==> config.mk <==
export PLATFORM = sky130hd
export DESIGN_NAME = depthwise_win_sched
export DESIGN_NICKNAME = d
export VERILOG_FILES = /design/src/rtl/depthwise_win_sched.sv
export SDC_FILE = /design/constraint.sdc
export NUM_CORES = 1
export LEC_CHECK = 0
export CAP_MARGIN = 20
export CORE_MARGIN = 5
export CORE_UTILIZATION = 58
export DETAILED_ROUTE_END_ITERATION = 7
export GPL_TIMING_DRIVEN = 0
export HOLD_SLACK_MARGIN = 0.08
export PLACE_DENSITY = 0.8
export SYNTH_ARGS = -nofsm -noshare
export SYNTH_HDL_FRONTEND = slang
export SYNTH_SLANG_ARGS = --single-unit
==> constraint.sdc <==
create_clock -name clk -period 2.4 [get_ports clk]
set_input_delay 0.36 -clock clk [delete_from_list [all_inputs] [get_ports clk]]
set_output_delay 0.36 -clock clk [all_outputs]
set_load 0.005 [all_outputs]
==> src/rtl/depthwise_win_sched.sv <==
// Frame scheduler for the 5x5 depthwise stage: accepts the raster pixel stream, flags legal KxK windows
// (size + stride) with their output tags, and absorbs downstream back-pressure. Option: DWC_STALL_CNT_EN.
`default_nettype none

module depthwise_win_sched #(
  parameter int IMG_W  = 12,
  parameter int IMG_H  = 12,
  parameter int K      = 5,
  parameter int STRIDE = 1,
  parameter int CW     = 5
) (
  input  logic          clk,
  input  logic          rst_n,
  input  logic          start,
  input  logic          pix_valid,
  output logic          pix_ready,
  output logic          shift_en,
  output logic          win_valid,
  input  logic          dn_ready,
  output logic [CW-1:0] out_row,
  output logic [CW-1:0] out_col,
  output logic          busy,
  output logic          frame_done
`ifdef DWC_STALL_CNT_EN
  ,
  output logic [15:0]   stall_cnt
`endif
);

  typedef enum logic [1:0] {
    IDLE  = 2'd0,
    RUN   = 2'd1,
    DRAIN = 2'd2,
    DONE  = 2'd3
  } state_t;

  localparam logic [CW-1:0] LAST_COL = CW'(IMG_W - 1);
  localparam logic [CW-1:0] LAST_ROW = CW'(IMG_H - 1);
  localparam logic [CW-1:0] KM1      = CW'(K - 1);
  localparam logic [CW-1:0] PH_MAX   = CW'(STRIDE - 1);

  state_t        state;
  state_t        state_nxt;

  logic [CW-1:0] row;
  logic [CW-1:0] col;
  logic [CW-1:0] row_ph;
  logic [CW-1:0] col_ph;
  logic [CW-1:0] tag_row;
  logic [CW-1:0] tag_col;

  logic          accept;
  logic          start_acc;
  logic          last_pix;
  logic          row_in;
  logic          col_in;
  logic          qualify;
  logic          drain_exit;

  // A stalled window must not be overwritten, so input is blocked while it waits.
  assign pix_ready  = (state == RUN) && !(win_valid && !dn_ready);
  assign shift_en   = pix_valid && pix_ready;
  assign accept     = shift_en;
  assign start_acc  = (state == IDLE) && start;
  assign last_pix   = (row == LAST_ROW) && (col == LAST_COL);
  assign row_in     = (row >= KM1);
  assign col_in     = (col >= KM1);
  assign qualify    = accept && row_in && col_in && (row_ph == '0) && (col_ph == '0);
  assign drain_exit = (state == DRAIN) && (!win_valid || dn_ready);
  assign busy       = (state == RUN) || (state == DRAIN);

  // NOTE: sequential state uses non-blocking assignments so every flop samples pre-edge values.
  always_ff @(posedge clk or negedge rst_n) begin
    if (!rst_n) begin
      state <= IDLE;
    end else begin
      state <= state_nxt;
    end
  end

  // NOTE: the default assignment up front keeps this block free of inferred latches.
  always_comb begin
    state_nxt = state;
    case (state)
      IDLE:    if (start) state_nxt = RUN;
      RUN:     if (accept && last_pix) state_nxt = DRAIN;
      DRAIN:   if (!win_valid || dn_ready) state_nxt = DONE;
      DONE:    state_nxt = IDLE;
      default: state_nxt = IDLE;
    endcase
  end

  // Raster position plus stride phases; tag counters track the output index of the next legal window,
  // so no division is needed to produce out_row/out_col.
  always_ff @(posedge clk or negedge rst_n) begin
    if (!rst_n) begin
      row     <= '0;
      col     <= '0;
      row_ph  <= '0;
      col_ph  <= '0;
      tag_row <= '0;
      tag_col <= '0;
    end else if (start_acc) begin
      row     <= '0;
      col     <= '0;
      row_ph  <= '0;
      col_ph  <= '0;
      tag_row <= '0;
      tag_col <= '0;
    end else if (accept) begin
      if (col == LAST_COL) begin
        col     <= '0;
        col_ph  <= '0;
        tag_col <= '0;
        if (row != LAST_ROW) begin
          row <= row + CW'(1);
        end
        if (row_in) begin
          row_ph <= (row_ph == PH_MAX) ? '0 : row_ph + CW'(1);
          if (row_ph == '0) begin
            tag_row <= tag_row + CW'(1);
          end
        end
      end else begin
        col <= col + CW'(1);
        if (col_in) begin
          col_ph <= (col_ph == PH_MAX) ? '0 : col_ph + CW'(1);
          if (col_ph == '0) begin
            tag_col <= tag_col + CW'(1);
          end
        end
      end
    end
  end

  // A new qualify wins over consumption, which gives back-to-back windows at one per clock.
  always_ff @(posedge clk or negedge rst_n) begin
    if (!rst_n) begin
      win_valid <= 1'b0;
      out_row   <= '0;
      out_col   <= '0;
    end else if (qualify) begin
      win_valid <= 1'b1;
      out_row   <= tag_row;
      out_col   <= tag_col;
    end else if (dn_ready) begin
      win_valid <= 1'b0;
    end
  end

  always_ff @(posedge clk or negedge rst_n) begin
    if (!rst_n) begin
      frame_done <= 1'b0;
    end else begin
      frame_done <= drain_exit;
    end
  end

`ifdef DWC_STALL_CNT_EN
  always_ff @(posedge clk or negedge rst_n) begin
    if (!rst_n) begin
      stall_cnt <= '0;
    end else if (start_acc) begin
      stall_cnt <= '0;
    end else if (win_valid && !dn_ready && (stall_cnt != 16'hFFFF)) begin
      stall_cnt <= stall_cnt + 16'd1;
    end
  end
`endif

endmodule

`default_nettype wire

* Yosys cells after proc, flatten, opt, wreduce, memory -nomap -nowiden
Cells that the tools add are included.
** Cells by class
- Div/mod/pow operators :: 0
- $add $sub $neg :: 6
- Magnitude comparators :: 2
- $mul :: 0
- Muxes and demuxes :: 33
- Shift-type cells :: 0
- Reductions and logical operators :: 33
- Eq/ne operators :: 9
- Bitwise logic cells :: 0
** Operators with widths (number)
- $mux 5 :: 27
- $add 5x1->5 const B :: 6
- $reduce_and 3->1 :: 4
- $reduce_bool 2->1 :: 6
- $logic_and 1x1->1 :: 11
- $eq 5x4->1 const B :: 2
- $ge 5x3->1 const B :: 2
- $logic_not 5->1 :: 2
- $pmux 2 s4 :: 1
- $mux 2 :: 3
- $reduce_bool 3->1 :: 2
- $ne 5x4->1 const B :: 1
- $eq 2x2->1 const B :: 2
- $ne 2x1->1 const B :: 2
- $reduce_and 4->1 :: 1
- $logic_not 1->1 :: 3
- $eq 2x1->1 const B :: 1
- $logic_not 2->1 :: 1
- $logic_or 1x1->1 :: 2
- $mux 1 :: 2
- $ne 2x2->1 const B :: 1
- $reduce_and 2->1 :: 1
** Word-level totals
- Latch bits :: 0
- Input port bits :: 5
- Bits in writable memories :: 0
- Memories :: 0
- Output and inout bits :: 15
- ROM bits :: 0
- Register bits after elaboration :: 44
- Logic and storage cells :: 94

* Depth between registers and ports, before layout
Gate-level depths: netlist of the first run.
- Depth in word-level cells :: 10
- Depth in mapped cells :: 9
- Mapped depth without buffers :: 7

* Worst setup path after synthesis of the first run
No wires, ideal clock.
- Kind :: reg2reg
- From :: register state[1]
- To :: register state[1]
- Required time :: 2.272 ns
- Path buffers :: 2
- Arrival :: 1.837 ns
- Stages on the path, launching flop included :: 9
- Clock period less this slack :: 1.964 ns
- Setup time :: 0.128 ns
- Slack :: 0.436 ns
- Path through :: dfrtp_1 inv_1 ha_1 and2_1 buf_4 nand3_1 clkbuf_1 a211oi_2 mux2_1
** On the way
- Word-level cells in the longest chain between the ends :: 6
- Elaborated cells between the ends (all ways) :: 12
- Those cells by class :: 6 x eq/ne; 1 x mux; 5 x reduce/logical
** Ends and longest elaborated chain
- start: declaration :: line 42 : state_t state;
- start signal: assignment :: line 77 : state <= state_nxt;
- $eq 2x1->1 :: line 61, 84
- $logic_and 1x1->1 :: line 61 : assign pix_ready = (state == RUN) && !(win_valid && !dn_ready);
- $logic_and 1x1->1 :: line 62 : assign shift_en = pix_valid && pix_ready;
- $logic_and 1x1->1 :: line 86 : RUN: if (accept && last_pix) state_nxt = DRAIN;
- $ne 2x1->1 (no source line)
- $reduce_and 3->1 (no source line)
Several ways; a longest one is shown, not always the timed one.
A chain may end at the register's enable or synchronous reset.

* Final worst setup path of the first run
- From :: register state[1]
- To :: output shift_en
** On the way
- Word-level cells in the longest chain between the ends :: 3
** Ends and longest elaborated chain
- $eq 2x1->1 :: line 61
- $logic_and 1x1->1 :: line 61
- $logic_and 1x1->1 :: line 62
- end: declaration :: line 17 : output logic shift_en,
Every way passes these cells.

==> metrics.cfg, run 1 <==
[clock_tree]
cts_root_buf = clkbuf_8
clk_pin_slew_ns = 0.09
numCtsBuffers = 5
cts_htree_levels = 2
clkLatencyLatePin_ns = 0.30
clk_path_buf_depth = 2
cts_tree = yes
cts_sinks = 44

[floorplanning]
core_area_um2 = 4060
dieHeight_um = 75.0
die_w_um = 75.0
ios = 20
initial_utilization_pct = 60.5
die_area_um2 = 5630
rows = 23

[drt]
drtIter0Drc = 190
drc = 0
drt-total-wl_um = 4840
drt_pass1_iterations = 4
wl_per_cell_um = 15.3
via_per_inst = 6.01
postRouteAntennaNets = 0
routed-via-count = 1906

[sta]
whs_ns = 0.506
max_slew.worst_pin.slew_ns = 0.628
fin_skew_ns = 0.00814
fin_crit_ns = 2.30
rsz0062_at_grt = no
fin_crit_sh_pct = 96.0
slew_headroom_pct = 57.8
finalSetupViolations = 0
max_freq_ghz = 0.434
hold_violations = 0
drv_slew = 0
fin_setup_tns_ns = 0

[pwr]
sw_frac_of_total_pct = 30.2
internal_power_mw = 1.40
p_per_area_nw_per_um2 = 697
seqPwrFrac_pct = 42.2
peakVddDrop_mv = 0.704
power_frac_comb_pct = 27.7
power.switching_mw = 0.606
leakage_nw = 1.32
p_clk_share_pct = 30.1

[final_layout]
layout_commonest_cell = dfrtp_1
syn_to_final_growth_pct = 17.2
layout_common_cells = 44 x dfrtp_1, 20 x a21oi_1, 19 x nand2_1
finalInstanceArea_um2 = 2880
nNetsFinal = 285
final_cells = 317
layout-drive-gt1-share_pct = 14.2
nFillCells = 301
antenna_cells = 0

[logic_synthesis]
seq_area_frac_synth_pct = 44.9
synthAdderAreaFrac_pct = 7.14
ys_warn_count = 0
synth_xor_area_share_pct = 0.714
ys_seq_elements = 44
synth_top_area_share_pct = 44.9
synth_top_area_cell = dfrtp_1
synth_area_per_cell_um2 = 10.4
synth-edff-count = 0
synth_compound_area_share_pct = 13.6
syn_inst = 237
synth-simple-area-share_pct = 21.9
synthArstFlopShare_pct = 100
synthDistinctLibCells = 53
synth_top_family_by_area = simple AND/OR/NAND/NOR gates
ys_dominant_reg_cell = dfrtp_1
synthMuxAreaShare_pct = 6.83
netlist_area_um2 = 2450
synthTopCellsByArea = dfrtp_1 45%, ha_1 7.1%, mux2_4 5.5%
synth_nets = 256

[global_routing]
grt_use_total_pct = 19.4
grt_pass1_wl_um = 8410
grt_pass1_vias = 1801
overflow = 0
antenna_found_initial = 0
grt_max_degree = 29

[setup_path]
endpoint_kind = primary output
cp.depth = 7
cpMostUsedCell = inv_2
arrival_ns = 1.94
r2r-start = state[1]
reg2reg_slack_ns = 0.24
max_stage_delay_ns = 0.50
start_kind = flip-flop
critical_path.top_delay_family = buffers and inverters
path_max_fanout = 9
cp.required_ns = 2.04
cp_num_buf_inv = 4
path_cells = inv_2 > ha_4 > and2_1 > buf_4 > nand2_1 > inv_2 > clkdlybuf4s50_1
crit_type = flip-flop to primary output
r2r_end = state[1]
cp_slowest_cell = clkdlybuf4s50_1
rr_worst_depth = 8

[status]
status = finished clean

[place]
io_buffers = 19
dp_hpwl_um = 3470
placed_area_um2 = 2720
gp_congestion = 0.855
dpl.cell_count = 307

[worst_hold_path]
min_from = out_col[4]
min_to = out_col[4]
min_path_cells = 1
hold_path_class = flip-flop to flip-flop

[flow_run]
maxCapViolCount = 0

[final cells by class]
cell class	instances	area [um2]	share of cell area [%]
Buffer	9	56.3	1.96
Clock buffer	6	82.6	2.87
Clock inverter	2	38.8	1.35
Inverter	16	60.1	2.09
Multi-Input combinational cell	167	1240	43.3
Sequential cell	44	1100	38.3
Tap cell	50	62.6	2.17
Timing Repair Buffer	23	230	8.00
[Yosys cell counts, types with 4 or more instances]
master / n
or4_1: 5
ha_1: 14
mux2_4: 9
or3_1: 10
o31ai_1: 4
and2_1: 5
dfrtp_1: 44
inv_1: 15
nand3_1: 15
a21oi_1: 20
nor2_1: 6
o21ai_0: 4
o21ai_1: 10
nand2_1: 19
[per-stage QoR]
stage / utilization (%) / setup WS [ns] / power [mW]
floorplan: - / 0.436 / 1.19
global placement: 66.7 / -0.238 / 1.36
detailed placement: 67.1 / -0.0751 / 1.38
CTS: 70.6 / 0.000215 / 2.00
global route: 70.9 / 0.0106 / 2.12
finish: 70.9 / 0.0952 / 2.00
[power groups by stage]
stage / Sequential, mW / Clock, mW / Combinational [mW]
final: 0.845 / 0.603 / 0.556
after global routing: 0.855 / 0.637 / 0.627
after CTS: 0.844 / 0.610 / 0.545
after detailed placement: 0.855 / 0 / 0.525
after global placement: 0.853 / 0 / 0.512
after floorplan: 0.848 / 0 / 0.343
[layer usage]
metal	part of all wire [%]	track usage (%)
met1	46	25.2
met2	49	31.6
met3	3.5	4.27
met4	1.8	7.71
met5	0	0
[cell families after synthesis]
group,count (synthesis)
AOI/OAI and AO/OA,53
DFF,44
buffers and inverters,26
adders and majority gates,14
xor gates and xnor gates,2
and+or+nand+nor,86
muxes,12
[repair_timing]
item | 4_1_cts | 5_1_grt
setup endpoints to repair | 1 | 2
hold buffers | 1 | 0
hold endpoints to repair | 16 | 0
cloned | 0 | 0
setup buffers | 0 | 2
resized for setup | 2 | 1
pin swaps | 0 | 0
[worst max-delay path by stage]
stage / start / endpoint
final: state[1] / shift_en
after global routing: state[1] / shift_en
after CTS: state[1] / shift_en
after detailed placement: dn_ready / state[1]
after global placement: rst_n / row_ph[1]
after floorplan: state[1] / state[1]
[state kept, by name, indices dropped and copies added (netlist names), 2 cells and up]
signal   count
row          5
out_row      5
row_ph       5
tag_col      5
col          5
out_col      5
tag_row      5
col_ph       5
state        2
[worst register-to-register path, stage by stage, from the launching register on]
cell,delay [ns]
dfrtp_1,0.41
inv_2,0.10
ha_4,0.16
and2_1,0.12
buf_4,0.16
nand3_1,0.15
clkbuf_1,0.28
a211oi_2,0.34
mux2_1,0.34
(Power assumes the default switching activity.)
==> run 2, diff against run 1 <==
--- a/config.mk
+++ b/config.mk
@@ -11,6 +11,7 @@
 export DETAILED_ROUTE_END_ITERATION = 7
 export GPL_TIMING_DRIVEN = 0
 export HOLD_SLACK_MARGIN = 0.08
+export MAX_ROUTING_LAYER = met4
 export PLACE_DENSITY = 0.8
 export SYNTH_ARGS = -nofsm -noshare
 export SYNTH_HDL_FRONTEND = slang
==> run 2 against run 1 <==
Maximum frequency about the same. Design area unchanged. Cell count stayed put. Die area unchanged. Register-to-register slack about the same. Flip-flop and latch count did not move. Sequential power about the same. Worst setup slack barely moved. Via count unchanged. First-iteration DRC count fell by 1.6%. Clock power about the same. Sequential share of layout area stayed put. Critical endpoint unchanged. Largest power group unchanged. Highest routed layer unchanged.
==> metrics.cfg, run 2 (same netlist as run 1, synthesis figures left out) <==
[floorplanning]
core_area_um2 = 4060
die_area_um2 = 5630
dieHeight_um = 75.0
ios = 20
initial_utilization_pct = 60.5
die_w_um = 75.0
rows = 23

[flow_run]
maxCapViolCount = 0

[final_layout]
layout_common_cells = 44 x dfrtp_1, 20 x a21oi_1, 19 x nand2_1
antenna_cells = 0
syn_to_final_growth_pct = 17.2
finalInstanceArea_um2 = 2880
nNetsFinal = 285
layout_commonest_cell = dfrtp_1
layout-drive-gt1-share_pct = 14.2
final_cells = 317

[clock_tree]
cts_htree_levels = 2
clk_pin_slew_ns = 0.09
cts_sinks = 44
numCtsBuffers = 5
cts_root_buf = clkbuf_8
clk_path_buf_depth = 2
clkLatencyLatePin_ns = 0.30
cts_tree = yes

[place]
pre_cts_ws_ns = -0.0751
gp_congestion = 0.869
dp_hpwl_um = 3470
dpl.cell_count = 307
placed_area_um2 = 2720
io_buffers = 19

[pwr]
p_per_area_nw_per_um2 = 697
leakage_nw = 1.32
peakVddDrop_mv = 0.704

[setup_path]
endpoint_kind = primary output
cpMostUsedCell = inv_2
crit_type = flip-flop to primary output
critical_path.top_delay_family = buffers and inverters
cp_slowest_cell = clkdlybuf4s50_1
r2r_end = state[1]
start_kind = flip-flop
path_cells = inv_2 > ha_4 > and2_1 > buf_4 > nand2_1 > inv_2 > clkdlybuf4s50_1
cp.required_ns = 2.04
rr_worst_depth = 8
max_stage_delay_ns = 0.50
path_max_fanout = 9
r2r-start = state[1]
reg2reg_slack_ns = 0.24
cp_num_buf_inv = 4
arrival_ns = 1.94

[drt]
drc = 0
drtIter0Drc = 187
via_per_inst = 6.01
postRouteAntennaNets = 0
routed-via-count = 1906
drt_pass1_iterations = 4
drt-total-wl_um = 4840
wl_per_cell_um = 15.3

[sta]
max_freq_ghz = 0.434
fin_crit_sh_pct = 96.0
finalSetupViolations = 0
whs_ns = 0.506
fin_crit_ns = 2.30
fin_setup_tns_ns = 0
rsz0062_at_grt = no
hold_violations = 0
max_slew.worst_pin.slew_ns = 0.628
setup_ws_ns = 0.0952
fin_skew_ns = 0.00814
drv_slew = 0
slew_headroom_pct = 57.8

[worst_hold_path]
min_from = out_col[4]
min_path_cells = 1
min_to = out_col[4]
hold_path_class = flip-flop to flip-flop

[global_routing]
grt_use_total_pct = 20.0
grt_pass1_wl_um = 8420
overflow = 0
grt_pass1_vias = 1801
grt_max_degree = 29
antenna_found_initial = 0

[status]
status = finished clean

[run 2: how the worst max path moves through the flow]
| stage | start | to | slack, ns | cells past startpoint |
|---|---|---|---|---|
| 6_report | state[1] | shift_en | 0.1 | 7 |
| 4_1_cts | state[1] | shift_en | 0.0002 | 7 |
| 3_5_place_dp | dn_ready | state[1] | -0.08 | 7 |
| 3_3_place_gp | rst_n | row_ph[1] | -0.24 | 1 |
| 5_1_grt | state[1] | shift_en | 0.01 | 7 |
| 2_1_floorplan | state[1] | state[1] | 0.44 | 8 |
[run 2: area by class of cell]
cell class                      instances  area, um2
Multi-Input combinational cell        167       1240
Clock inverter                          2       38.8
Clock buffer                            6       82.6
Tap cell                               50       62.6
Inverter                               16       60.1
Fill cell                             301       1180
Buffer                                  9       56.3
Sequential cell                        44       1100
Timing Repair Buffer                   23        230
[run 2: metal layers]
layer | GRT usage (%) | up-vias | wire (um)
met1 | 25.2 | 937 | 2220
met2 | 31.6 | 34 | 2360
li1 | - | 926 | -
met3 | 4.27 | 9 | 167
met5 | - | - | 0
met4 | 7.71 | 0 | 87
[run 2: power by group]
group	switching [mW]	internal [mW]
registers	0.0485	0.797
clock network	0.263	0.340
logic	0.294	0.261
[run 2: timing repair]
| item | in CTS | in global routing |
|---|---|---|
| gates cloned | 0 | 0 |
| hold buffers | 1 | 0 |
| setup buffers | 0 | 2 |
| endpoints found under the setup margin | 1 | 2 |
| resized for setup | 2 | 1 |
| endpoints found under the hold margin | 16 | 0 |
[run 2: through the flow]
step	util [%]	total power, mW
after floorplan	-	1.19
after global placement	66.7	1.36
after global routing	70.9	2.12
after CTS	70.6	2.00
after detailed placement	67.1	1.38
final	70.9	2.00
==> run 3, diff against run 2 <==
--- a/config.mk
+++ b/config.mk
@@ -7,12 +7,13 @@
 export LEC_CHECK = 0
 export CAP_MARGIN = 20
 export CORE_MARGIN = 5
-export CORE_UTILIZATION = 58
+export CORE_UTILIZATION = 28
 export DETAILED_ROUTE_END_ITERATION = 7
 export GPL_TIMING_DRIVEN = 0
 export HOLD_SLACK_MARGIN = 0.08
 export MAX_ROUTING_LAYER = met4
-export PLACE_DENSITY = 0.8
+export PLACE_DENSITY = 0.44
+export RECOVER_POWER = 100
 export SYNTH_ARGS = -nofsm -noshare
 export SYNTH_HDL_FRONTEND = slang
 export SYNTH_SLANG_ARGS = --single-unit
==> constraint.sdc (replaced) <==
create_clock -name clk -period 2.4 [get_ports clk]
set_input_delay 0.72 -clock clk [delete_from_list [all_inputs] [get_ports clk]]
set_output_delay 0.72 -clock clk [all_outputs]
set_load 0.005 [all_outputs]
==> run 3 against run 2 <==
Largest cell class unchanged. Critical endpoint is now pix_ready. Design area grew 1.3%. First-iteration DRC count shrank 63%. Total power shrank 0.90%. Critical path depth down 2. Register-to-register slack worse by 0.10 ns. Global-route usage is 9.1 points lower. Routed wire length is 14% higher.
==> metrics.cfg, run 3 (same netlist as run 1, synthesis figures left out) <==
[place]
io_buffers = 19
dp_hpwl_um = 3970
gp_congestion = 0.719
placed_area_um2 = 2790

[drt]
drc = 0
drt_pass1_iterations = 4
wl_per_cell_um = 14.7
via_per_inst = 4.90
drt-total-wl_um = 5540
drtIter0Drc = 70
postRouteAntennaNets = 0
routed-via-count = 1843

[clock_tree]
clk_pin_slew_ns = 0.10
cts_sinks = 44
cts_root_buf = clkbuf_8
clk_path_buf_depth = 2
clkLatencyLatePin_ns = 0.30
cts_htree_levels = 2
numCtsBuffers = 5
cts_tree = yes

[setup_path]
start_kind = primary input
endpoint_kind = primary output
reg2reg_slack_ns = 0.14
path_max_fanout = 2
arrival_ns = 1.63
crit_type = primary input to primary output
cp.required_ns = 1.68

[flow_run]
maxCapViolCount = 0

[global_routing]
grt_use_total_pct = 11.0
grt_pass1_vias = 1849
antenna_found_initial = 0
grtUsageMet2_pct = 16.3
grt_use_met3_pct = 2.30
grt_max_degree = 29
grt_pass1_wl_um = 9540
use_met1_pct = 15.4
overflow = 0
grt_busiest_layer = met2

[sta]
fin_setup_tns_ns = 0
fin_crit_ns = 2.35
rsz0062_at_grt = no
max_freq_ghz = 0.425
finalSetupViolations = 0
fin_skew_ns = 0.00841
hold_violations = 0
max_slew.worst_pin.slew_ns = 0.952
drv_slew = 0
fin_crit_sh_pct = 98.0
slew_headroom_pct = 36.5

[final_layout]
antenna_cells = 0
layout_commonest_cell = dfrtp_1
finalInstanceArea_um2 = 2910
nFillCells = 897
seq_area_um2 = 1100
multi_input_area_um2 = 1220
layout-drive-gt1-share_pct = 13.8
layout_common_cells = 44 x dfrtp_1, 20 x a21oi_1, 18 x nand2_1
syn_to_final_growth_pct = 18.7
nNetsFinal = 286

[pwr]
total_power_mw = 1.99
p_per_area_nw_per_um2 = 682
leakage_nw = 1.34
peakVddDrop_mv = 0.426

[floorplanning]
die_area_um2 = 10700
die_w_um = 104
initial_utilization_pct = 28.4
core_area_um2 = 8640
rows = 34
dieHeight_um = 104
ios = 20

[worst_hold_path]
hold_path_class = flip-flop to flip-flop

[status]
status = finished clean

## run 3: cell count changes in the layout (fill, tap and decap cells not counted), sizes merged
cell / delta
clkdlybuf4s50: -17
dlygate4sd3: +11
clkinvlp: +1
dlygate4sd2: +4
clkbuf: +2
clkdlybuf4s25: +1
inv: +1
clkinv: -1
buf: -1
## run 3: report_power, final
group / internal [mW] / leakage [nW] / switching (mW)
Combinational: 0.244 / 0.683 / 0.297
Sequential: 0.797 / 0.607 / 0.0527
Clock: 0.314 / 0.0548 / 0.282
Total: 1.35 / 1.34 / 0.632
## run 3: metrics by stage
stage / hold WS (ns) / std cells / setup slack (ns) / util (%)
3_5_place_dp: 0.488 / 365 / -0.617 / 32.4
4_1_cts: 0.358 / 376 / 0.0297 / 34.3
3_3_place_gp: 0.483 / 364 / -0.805 / 32.2
2_1_floorplan: 0.424 / 237 / 0.364 / -
5_1_grt: 0.535 / 376 / 0.0108 / 33.7
6_report: 0.500 / 376 / 0.0483 / 33.7
## run 3: routing by layer
metal	vias up	wire length, um
met5	-	0
met4	0	31
met3	2	136
met2	20	2580
met1	892	2790
li1	929	-
## run 3: worst paths after layout
check	depth (start not counted)	endpoint	start
setup / recovery	5	pix_ready	dn_ready
hold / removal	1	out_col[4]	out_col[4]
setup reg to reg	7	out_row[0]	row_ph[0]
hold reg to reg	1	out_col[4]	out_col[4]
max in group asynchronous	2	col[3]	rst_n
min in group asynchronous	1	frame_done	rst_n
## run 3: worst max-delay path, stage by stage
cell and delay (ns):
dlygate4sd2_1 0.24, nand2b_4 0.14, buf_6 0.12, and2_1 0.15
dlygate4sd2_1 0.26
## run 3: repair_timing
item	4_1_cts	5_1_grt
gates resized for setup	14	7
setup buffers	4	0
hold buffers	0	0
cloned	0	0
pin swaps	1	0
setup endpoints to repair	6	3
## run 3: area by class of cell
| class | instances | share of cell area [%] |
|---|---|---|
| multi-input cells | 167 | 42.1 |
| flip-flops and latches | 44 | 37.8 |
| repair buffers | 24 | 7.35 |
| well taps | 108 | 4.64 |
| clock buffers | 5 | 2.36 |
| plain buffers | 9 | 2.15 |
| inverters | 16 | 2.06 |
| clock inverters | 3 | 1.59 |
